## src/rtl/trans_layer_pkg.sv

```systemverilog
// Shared encodings for the transaction layer: layer states, class sizing, arbiter FSM states.
package trans_layer_pkg;

  localparam logic [3:0] ST_RESET  = 4'b0001;
  localparam logic [3:0] ST_INIT   = 4'b0010;
  localparam logic [3:0] ST_IDLE   = 4'b0100;
  localparam logic [3:0] ST_ACTIVE = 4'b1000;

  localparam int CLASS_W     = 2;
  localparam int NUM_CLASSES = 4;

  typedef enum logic [1:0] {
    ARB_IDLE  = 2'd0,
    ARB_ISSUE = 2'd1,
    ARB_GAP   = 2'd2
  } arb_state_e;

endpackage

```

## src/rtl/class_credit_counter.sv

```systemverilog
// Per-class credit: loadable 4-bit down-counter that saturates at zero.
// Load and decrement together give RELOAD-1, i.e. a fresh turn that is used immediately.
module class_credit_counter #(
  parameter logic [3:0] RELOAD = 4'd1
) (
  input  logic clk,
  input  logic reset_L,
  input  logic load_i,
  input  logic dec_i,
  output logic zero_o
);

  logic [3:0] count_q, count_d;

  // Next credit value: reload wins, otherwise saturating decrement
  always_comb begin
    count_d = count_q;
    if (load_i) begin
      count_d = dec_i ? (RELOAD - 4'd1) : RELOAD;
    end else if (dec_i && (count_q != 4'd0)) begin
      count_d = count_q - 4'd1;
    end
  end

  // Credit register, starts each reset with a full turn
  always_ff @(posedge clk or negedge reset_L) begin
    if (!reset_L) count_q <= RELOAD;
    else          count_q <= count_d;
  end

  assign zero_o = (count_q == 4'd0);

endmodule

```

## src/rtl/vc_egress_arbiter.sv

```systemverilog
// Weighted round-robin drain of the four class FIFOs into the egress FIFO.
// State | meaning
// IDLE  | nothing in flight, waiting for enable, room and a non-empty class
// ISSUE | registered pop/push of one word from active_class
// GAP   | one dead cycle so the popped FIFO's empty flag settles before the next pick
module vc_egress_arbiter
  import trans_layer_pkg::*;
#(
  parameter int DATA_W = 12,
  parameter int W0     = 4,
  parameter int W1     = 3,
  parameter int W2     = 2,
  parameter int W3     = 1
) (
  input  logic               clk,
  input  logic               reset_L,
  input  logic [3:0]         state,
  input  logic               empty_0,
  input  logic               empty_1,
  input  logic               empty_2,
  input  logic               empty_3,
  input  logic [DATA_W-1:0]  data_in_0,
  input  logic [DATA_W-1:0]  data_in_1,
  input  logic [DATA_W-1:0]  data_in_2,
  input  logic [DATA_W-1:0]  data_in_3,
  input  logic               almost_full_out,
  output logic               pop_0,
  output logic               pop_1,
  output logic               pop_2,
  output logic               pop_3,
  output logic               push_out,
  output logic [DATA_W-1:0]  data_out,
  output logic [CLASS_W-1:0] active_class,
  output logic               idle
);

  localparam logic [15:0] WEIGHTS = {4'(W3), 4'(W2), 4'(W1), 4'(W0)};

  arb_state_e               fsm_q, fsm_d;
  logic [CLASS_W-1:0]       ptr_q, ptr_d, active_q, active_d;
  logic [CLASS_W-1:0]       sel, rot_sel, cand;
  logic [NUM_CLASSES-1:0]   empty_v, credit_zero, load, dec, pop_q, pop_d;
  logic [DATA_W-1:0]        data_v [NUM_CLASSES];
  logic [DATA_W-1:0]        data_q, data_d;
  logic                     push_q, push_d, idle_q, idle_d;
  logic                     enabled, issue_ok, keep, rot_found;

  assign empty_v   = {empty_3, empty_2, empty_1, empty_0};
  assign data_v[0] = data_in_0;
  assign data_v[1] = data_in_1;
  assign data_v[2] = data_in_2;
  assign data_v[3] = data_in_3;

  assign enabled  = (state == ST_IDLE) || (state == ST_ACTIVE);
  assign issue_ok = enabled && !almost_full_out && (empty_v != '1);

  for (genvar g = 0; g < NUM_CLASSES; g++) begin : g_credit
    class_credit_counter #(.RELOAD(WEIGHTS[4*g +: 4])) u_credit (
      .clk     (clk),
      .reset_L (reset_L),
      .load_i  (load[g]),
      .dec_i   (dec[g]),
      .zero_o  (credit_zero[g])
    );
  end

  // Next non-empty class after ptr; ptr itself is tried last so a lone class keeps being served
  always_comb begin
    rot_found = 1'b0;
    rot_sel   = ptr_q;
    cand      = ptr_q;
    for (int i = 1; i <= NUM_CLASSES; i++) begin
      cand = ptr_q + CLASS_W'(i);
      if (!rot_found && !empty_v[cand]) begin
        rot_found = 1'b1;
        rot_sel   = cand;
      end
    end
  end

  assign keep = !credit_zero[ptr_q] && !empty_v[ptr_q];
  assign sel  = keep ? ptr_q : rot_sel;

  // FSM next state, credit control and registered-output next values
  always_comb begin
    fsm_d    = fsm_q;
    ptr_d    = ptr_q;
    load     = '0;
    dec      = '0;
    pop_d    = '0;
    push_d   = 1'b0;
    data_d   = data_q;
    active_d = active_q;
    idle_d   = idle_q;
    if (state == ST_RESET) begin
      fsm_d    = ARB_IDLE;
      ptr_d    = '0;
      load     = '1;
      data_d   = '0;
      active_d = '0;
      idle_d   = 1'b1;
    end else begin
      case (fsm_q)
        ARB_ISSUE: begin
          fsm_d  = ARB_GAP;
          idle_d = 1'b0;
        end
        default: begin
          if (issue_ok) begin
            if (!keep) begin
              load[ptr_q] = 1'b1;
              load[sel]   = 1'b1;
              ptr_d       = sel;
            end
            dec[sel]   = 1'b1;
            pop_d[sel] = 1'b1;
            push_d     = 1'b1;
            data_d     = data_v[sel];
            active_d   = sel;
            idle_d     = 1'b0;
            fsm_d      = ARB_ISSUE;
          end else begin
            fsm_d  = ARB_IDLE;
            idle_d = 1'b1;
          end
        end
      endcase
    end
  end

  // State and output registers
  always_ff @(posedge clk or negedge reset_L) begin
    if (!reset_L) begin
      fsm_q    <= ARB_IDLE;
      ptr_q    <= '0;
      pop_q    <= '0;
      push_q   <= 1'b0;
      data_q   <= '0;
      active_q <= '0;
      idle_q   <= 1'b1;
    end else begin
      fsm_q    <= fsm_d;
      ptr_q    <= ptr_d;
      pop_q    <= pop_d;
      push_q   <= push_d;
      data_q   <= data_d;
      active_q <= active_d;
      idle_q   <= idle_d;
    end
  end

  assign {pop_3, pop_2, pop_1, pop_0} = pop_q;
  assign push_out     = push_q;
  assign data_out     = data_q;
  assign active_class = active_q;
  assign idle         = idle_q;

endmodule

```

## config.mk

```make
export PLATFORM = sky130hd
export DESIGN_NAME = vc_egress_arbiter
export DESIGN_NICKNAME = d
export VERILOG_FILES = /design/src/rtl/trans_layer_pkg.sv /design/src/rtl/class_credit_counter.sv /design/src/rtl/vc_egress_arbiter.sv
export SDC_FILE = /design/constraint.sdc
export NUM_CORES = 1
export LEC_CHECK = 0
export BUFFER_PORTS_ARGS = -buffer_cell sky130_fd_sc_hd__buf_2
export CORE_MARGIN = 10
export CORE_UTILIZATION = 45
export DETAILED_ROUTE_END_ITERATION = 8
export PLACE_DENSITY = 0.73
export SKIP_LAST_GASP = 1
export SLEW_MARGIN = 10
export SYNTH_ARGS = -nofsm -noshare
export SYNTH_HDL_FRONTEND = slang
export SYNTH_SLANG_ARGS = --single-unit
```

## constraint.sdc

```tcl
create_clock -name clk -period 2.9 [get_ports clk]
set_input_delay 0.29 -clock clk [delete_from_list [all_inputs] [get_ports clk]]
set_output_delay 0.29 -clock clk [all_outputs]
set_load 0.02 [all_outputs]
```

Word level (Yosys, flattened, before mapping)

Cells that the tools add are included.

Bits in registers: 40
Input port bits: 59
Output and inout port bits: 20
Logic and storage cells: 133

Add/sub/neg operators: 7
Order comparisons: 8
Equal/unequal tests: 7
Muxes and demuxes: 63
Bitwise logic cells: 2
Reduce and logical (&&, ||, !) cells: 35

Operator list:

| operator            | number |
|---|---|
| $mux 12             | 5 |
| $mux 4              | 15 |
| $mux 2              | 15 |
| $bmux 12 s2         | 1 |
| $mux 1              | 19 |
| $logic_not 4->1     | 4 |
| $reduce_bool 4->1   | 4 |
| $sub 4x1->4 const B | 4 |
| $lt 2x3->1 const B  | 5 |
| $logic_and 1x1->1   | 12 |
| $bmux 1 s2          | 5 |
| $reduce_bool 2->1   | 5 |
| $logic_not 1->1     | 7 |
| $add 2x2->2 const B | 2 |
| $demux 1 s2         | 2 |
| $eq 4x1->1 const B  | 1 |
| $eq 4x3->1 const B  | 1 |
| $eq 4x4->1 const B  | 1 |
| $ge 2x1->1 const B  | 2 |
| $ne 4x4->1 const B  | 1 |
| $or 4x4->4          | 1 |
| $ge 3x3->1 const B  | 1 |
| $mux 3              | 1 |
| $not 2->3           | 1 |
| 7 further kinds     | 7 |

Longest topological paths before layout

Depth in word-level cells: 23
Depth in mapped cells: 13
Mapped depth without buffers: 10

Cells and area by module

From an unflattened synthesis, not the netlist that was laid out.

Cell total of the unflattened synthesis: 246
Area, all modules: 2596.2 sq um

Modules (own cells, without submodules):

| module                                      | times used | cells each | area an instance (sq um) | seq. area each (sq um) |
|---|---|---|---|---|
| vc_egress_arbiter                           | 1          | 142        | 1616.6                   | 576.8 |
| class_credit_counter (g_credit[0].u_credit) | 1          | 28         | 260.2                    | 101.3 |
| class_credit_counter (g_credit[2].u_credit) | 1          | 26         | 244.0                    | 101.3 |
| class_credit_counter (g_credit[1].u_credit) | 1          | 25         | 242.7                    | 102.6 |
| class_credit_counter (g_credit[3].u_credit) | 1          | 25         | 232.7                    | 101.3 |

Least setup slack after synthesis

Ideal clock, no wire load.

Path type: reg2reg
Start point: register ptr_q[0]
End point: register g_credit[0].u_credit.count_q[0]
Setup time: 0.125 ns
Arrival time: 2.870 ns
Required time: 2.775 ns
Setup slack: -0.095 ns
Cell stages (with the launch flop): 13
Path buffers: 2
Period minus slack after synthesis: 2.995 ns
Path through: dfrtp_1 -> buf_6 -> inv_1 -> ha_1 -> mux4_2 -> nand2_1 -> nand2_1 -> a22oi_1 -> a22oi_4 -> buf_6 -> a31o_4 -> nor2_1 -> mux2_4

Word-level cells in the longest chain between the ends: 23
Elaborated cells on any way between the ends: 53
Classes of those cells: 3 x add/sub; 4 x order compare; 31 x mux; 1 x bitwise; 14 x reduce/logical

RTL lines:

| what                                               | RTL line                                           | source |
|---|---|---|
| start: declaration                                 | vc_egress_arbiter.sv:40                            | `logic [CLASS_W-1:0] ptr_q, ptr_d, active_q, active_d;` |
| start signal: assignment                           | vc_egress_arbiter.sv:143                           | `ptr_q <= ptr_d;` |
| $add 2x2->2                                        | vc_egress_arbiter.sv:73                            | `cand = ptr_q + CLASS_W'(i);` |
| $bmux 1 s2                                         | vc_egress_arbiter.sv:74                            | `if (!rot_found && !empty_v[cand]) begin` |
| $mux 1 (implied by the code)                       | vc_egress_arbiter.sv:74                            |  |
| $logic_not 1->1                                    | vc_egress_arbiter.sv:74                            |  |
| $logic_and 1x1->1                                  | vc_egress_arbiter.sv:74                            |  |
| $mux 1                                             | vc_egress_arbiter.sv:74                            |  |
| $logic_not 1->1                                    | vc_egress_arbiter.sv:74                            |  |
| $logic_and 1x1->1                                  | vc_egress_arbiter.sv:74                            |  |
| (+7 left out)                                      | --                                                 |  |
| $mux 1 (implied by the code)                       | vc_egress_arbiter.sv:112, vc_egress_arbiter.sv:115 |  |
| $demux 1 s2                                        | vc_egress_arbiter.sv:112, vc_egress_arbiter.sv:115 |  |
| $or 4x4->4 (no source line)                        | --                                                 |  |
| $mux 4                                             | vc_egress_arbiter.sv:110                           | `if (!keep) begin` |
| $mux 4                                             | vc_egress_arbiter.sv:109                           | `if (issue_ok) begin` |
| $mux 4                                             | vc_egress_arbiter.sv:103                           | `case (fsm_q)` |
| $mux 4                                             | vc_egress_arbiter.sv:95                            | `if (state == ST_RESET) begin` |
| $mux 4 / $reduce_bool 2->1 (equally long branches) | --                                                 |  |
| end signal: assignment                             | class_credit_counter.sv:28                         | `else count_q <= count_d;` |
| end: declaration                                   | class_credit_counter.sv:13                         | `logic [3:0] count_q, count_d;` |

Several ways; a longest one is shown, not always the timed one. The select of a mux whose other input is x is not followed.
A chain may end at the register's enable or synchronous reset.

Final worst setup path

Start point: register g_credit[1].u_credit.count_q[0]
End point: register data_q[4], in the netlist data_out[4]

Word-level cells in the longest chain between the ends: 13

RTL lines:

| what                                        | RTL line                   | source |
|---|---|---|
| start: declaration                          | class_credit_counter.sv:13 |  |
| start signal: assignment                    | class_credit_counter.sv:28 |  |
| $logic_not 4->1                             | class_credit_counter.sv:31 | `assign zero_o = (count_q == 4'd0);` |
| $bmux 1 s2                                  | vc_egress_arbiter.sv:81    | `assign keep = !credit_zero[ptr_q] && !empty_v[ptr_q];` |
| $mux 1 (implied by the code)                | vc_egress_arbiter.sv:81    |  |
| $logic_not 1->1                             | vc_egress_arbiter.sv:81    |  |
| $logic_and 1x1->1                           | vc_egress_arbiter.sv:81    |  |
| $mux 2                                      | vc_egress_arbiter.sv:82    | `assign sel = keep ? ptr_q : rot_sel;` |
| $not 2->3 (implied by the code)             | vc_egress_arbiter.sv:118   | `data_d = data_v[sel];` |
| $bmux 12 s2                                 | vc_egress_arbiter.sv:118   |  |
| $mux 12 (implied by the code) (2 in series) | vc_egress_arbiter.sv:118   |  |
| $mux 12                                     | vc_egress_arbiter.sv:109   |  |
| $mux 12                                     | vc_egress_arbiter.sv:103   |  |
| $mux 12                                     | vc_egress_arbiter.sv:95    |  |
| end signal: assignment                      | vc_egress_arbiter.sv:146   | `data_q <= data_d;` |
| end: declaration                            | vc_egress_arbiter.sv:44    | `logic [DATA_W-1:0] data_q, data_d;` |

Every way passes these cells. The select of a mux whose other input is x is not followed.

==> metrics.md <==
| Metric | Value |
|---|---|
| Worst EP arrival | 2.99 ns |
| #FFs+latches synth | 39 |
| Area share of the leading cell type in the synthesized netlist | 30.0% |
| Final period utilization | 95.5% |
| Net Count, Synth | 330 |
| Drt pass-1 iters | 4 |
| I/O pin count | 79 |
| Async set-reset flop share out of synthesis | 100% |
| Final Max Slew Viols | 0 |
| Netlist cell types | 62 |
| Clock sink count | 39 |
| Post-Syn Area per Cell | 10.5 um^2 |
| RSZ-0062 raised after global routing | true |
| Final wirelength | 6.91 mm |
| Initial antenna violation count | 0 |
| Top FF cell, synth | dfrtp_1 |
| Count of final hold-check violations | 0 |
| Core Area | 5920 um^2 |
| Sw Share | 42.3% |
| DR WL/cell | 16.1 um |
| DR iter-0 viols | 157 |
| EDFF count, synth | 0 |
| Worst vdd ir | 0.570 mV |
| Share of the yosys chip area belonging to registers | 35.7% |
| CTS tree | done |
| Layout Skew | 0.00272 ns |
| Power per cell area | 1130 nW/um^2 |
| CTS Root Cell | clkbuf_8 |
| Setup violators final | 0 |
| Worst setup SP type | register |
| Remaining Overflow, GRT | 0 |
| Setup crit end kind | register |
| Comb power frac | 69.7% |
| Post-synthesis cell count | 262 |
| Yosys warns | 0 |
| Vias | 2343 |
| Place WS | -0.0253 ns |
| Vias in the first global route | 2485 |
| Final GP Congestion | 0.799 |
| Status | finished, final reports clean |
| Global-route wire length before repair | 11.6 mm |
| Max Clock Freq | 361 MHz |
| Post-route cell area | 3470 um^2 |
| Pint | 2.26 mW |
| Lkg Pwr | 1.78 nW |
| Post-route ant nets | 0 |
| Deepest clock path buffer count | 2 |
| # diodes | 0 |
| Kind of critical path | reg -> reg |
| Total GRT Usage | 14.2% |
| Worst-path fanout max | 7 |
| Min-delay worst type | in -> async |
| Register share of total power | 21.1% |
| Die outline width | 98.2 um |
| Htree depth | 2 |
| DP HPWL | 5.38 mm |
| Clock Latency Late Sink | 0.30 ns |
| Post-synth top cells | dfrtp_1, mux2i_1, nand3_1 |
| Netlist Area Pre-Place | 2750 um^2 |
| Area leader, netlist | dfrtp_1 |
| Setup ws final | 0.131 ns |
| WP data required | 3.12 ns |
| DRC viols | 0 |
| Clock network power share | 9.2% |
| Nets | 421 |
| Top post-synthesis cells by area | dfrtp_1, mux2i_1, dfstp_2 |
| Sw Pwr | 1.65 mW |
| IO buf count | 78 |
| Worst slew pin tran | 0.872 ns |
| DIE AREA | 9640 um^2 |
| Max cap viols | 0 |
| Max-slew headroom | 41.8% |
| Initial Util | 46.5% |
| DP Area | 3310 um^2 |
| Die height | 98.2 um |
| Share of layout cells above drive strength 1 | 41.8% |
| Cell with the most instances after synthesis | dfrtp_1 |
| Layout area overhead | 26.0% |
| Clk pin slew, worst setup/hold paths | 0.07 ns |
| Total CTS buffers | 5 |
| Worst hold slack | 0.0958 ns |
| Largest net degree at the start of global routing | 40 |
| Row count | 28 |
| Post-route minimum period | 2.77 ns |
| Vias/cell | 5.46 |
worst paths after layout:
path / startpoint / end / slack, ns / cells after the start
worst min-delay path: reset_L / g_credit[1].u_credit.count_q[3] / 0.1 / 1
worst min register to register: active_class[1] / active_class[1] / 0.51 / 2
worst max-delay path: g_credit[1].u_credit.count_q[0] / data_out[4] / 0.13 / 11
worst max register to register: g_credit[1].u_credit.count_q[0] / data_out[4] / 0.13 / 11
min in group clk: data_in_3[7] / data_out[7] / 0.43 / 4
max in group asynchronous: reset_L / ptr_q[0] / 2.19 / 1
area by class of cell:
cell class,instances,area [um^2]
clock buffer,6,72.6
inverter,11,41.3
clock inverter,2,12.5
fill,513,2450
tap,75,93.8
timing repair buffer,97,604
multi-input combinational,199,1660
sequential,39,985
metrics by stage:
stage | instances | util [%] | power [mW] | setup TNS (ns)
after detailed placement | 417 | 56.0 | 3.42 | -0.0253
after CTS | 425 | 57.4 | 3.80 | 0
after global routing | 429 | 58.5 | 4.18 | -0.0510
final | 429 | 58.5 | 3.91 | 0
after global placement | 417 | 56.0 | 3.37 | 0
after floorplan | 262 | - | 2.83 | 0
routing by layer:
layer / global-route usage (%) / wire length [um] / part of all wire, % / vias to the layer above
met5: 0 / 0 / 0 / -
met4: 3.64 / 67 / 0.97 / 0
met3: 3.45 / 313 / 4.5 / 9
met2: 25.2 / 3630 / 52 / 59
met1: 16.7 / 2910 / 42 / 1127
li1: - / - / - / 1148
cell usage in the layout (no fill, tap or decap), types with 2 or more instances in the layout:
cell type	n
mux2i_1	32
nor2_1	10
buf_12	4
inv_1	10
nand3_1	18
nor2b_1	3
buf_4	13
o31ai_1	3
o21ai_1	13
xnor2_1	2
nand4bb_1	2
mux2_2	12
nand4b_1	2
or3_1	2
nand3b_1	2
a21o_1	4
xor2_1	5
and2_1	4
a21oi_1	6
nor4_4	3
o211a_1	2
o21ai_0	5
dfrtp_1	32
buf_2	78
dfstp_2	6
nor3b_2	2
mux4_2	3
nor3b_1	2
clkbuf_8	5
nor3_2	2
nand2b_1	3
ha_1	7
nand2_1	14
a211o_1	2
nor3_1	6
sequential cells by signal, indices dropped and copies added (netlist names):
signal and cells:
ptr_q 2, fsm_q 2, active_class 2, data_out 12, idle 1, g_credit.u_credit.count_q 16, pop_q 4
worst max-delay path, cell delays in order (launching register included):
cell     delay [ns]
dfstp_2        0.55
inv_1          0.06
ha_2           0.19
nor3b_2        0.17
a211o_1        0.31
o211a_1        0.15
or2_4          0.25
a22oi_4        0.28
buf_12         0.18
buf_12         0.11
mux2_2         0.33
o21ai_1        0.12
logic make-up (layout without fill, tap and decap cells):
group | Yosys count | after routing | share of synthesized area, %
flops | 39 | 39 | 35.7
simple gates | 86 | 86 | 19.6
fa+ha+maj | 9 | 9 | 4.09
compound gates | 49 | 49 | 13.6
mux | 48 | 48 | 19.6
xor+xnor | 7 | 7 | 2.23
buf+inv | 24 | 116 | 5.23
what timing repair did:
item | in CTS | in global routing
buffers inserted | 0 | 3
endpoints found under the setup margin | 1 | 23
pin swaps | 0 | 2
resized for setup | 1 | 5
gates cloned | 0 | 1
hold buffers | 0 | 0
power by group through the flow:
stage	clock network (mW)	registers, mW	logic [mW]
3_5_place_dp	0	0.831	2.58
3_3_place_gp	0	0.828	2.54
6_report	0.361	0.826	2.73
2_1_floorplan	0	0.960	1.87
5_1_grt	0.399	0.848	2.93
4_1_cts	0.373	0.826	2.60
No activity file was read; power rests on OpenSTA's default activity.
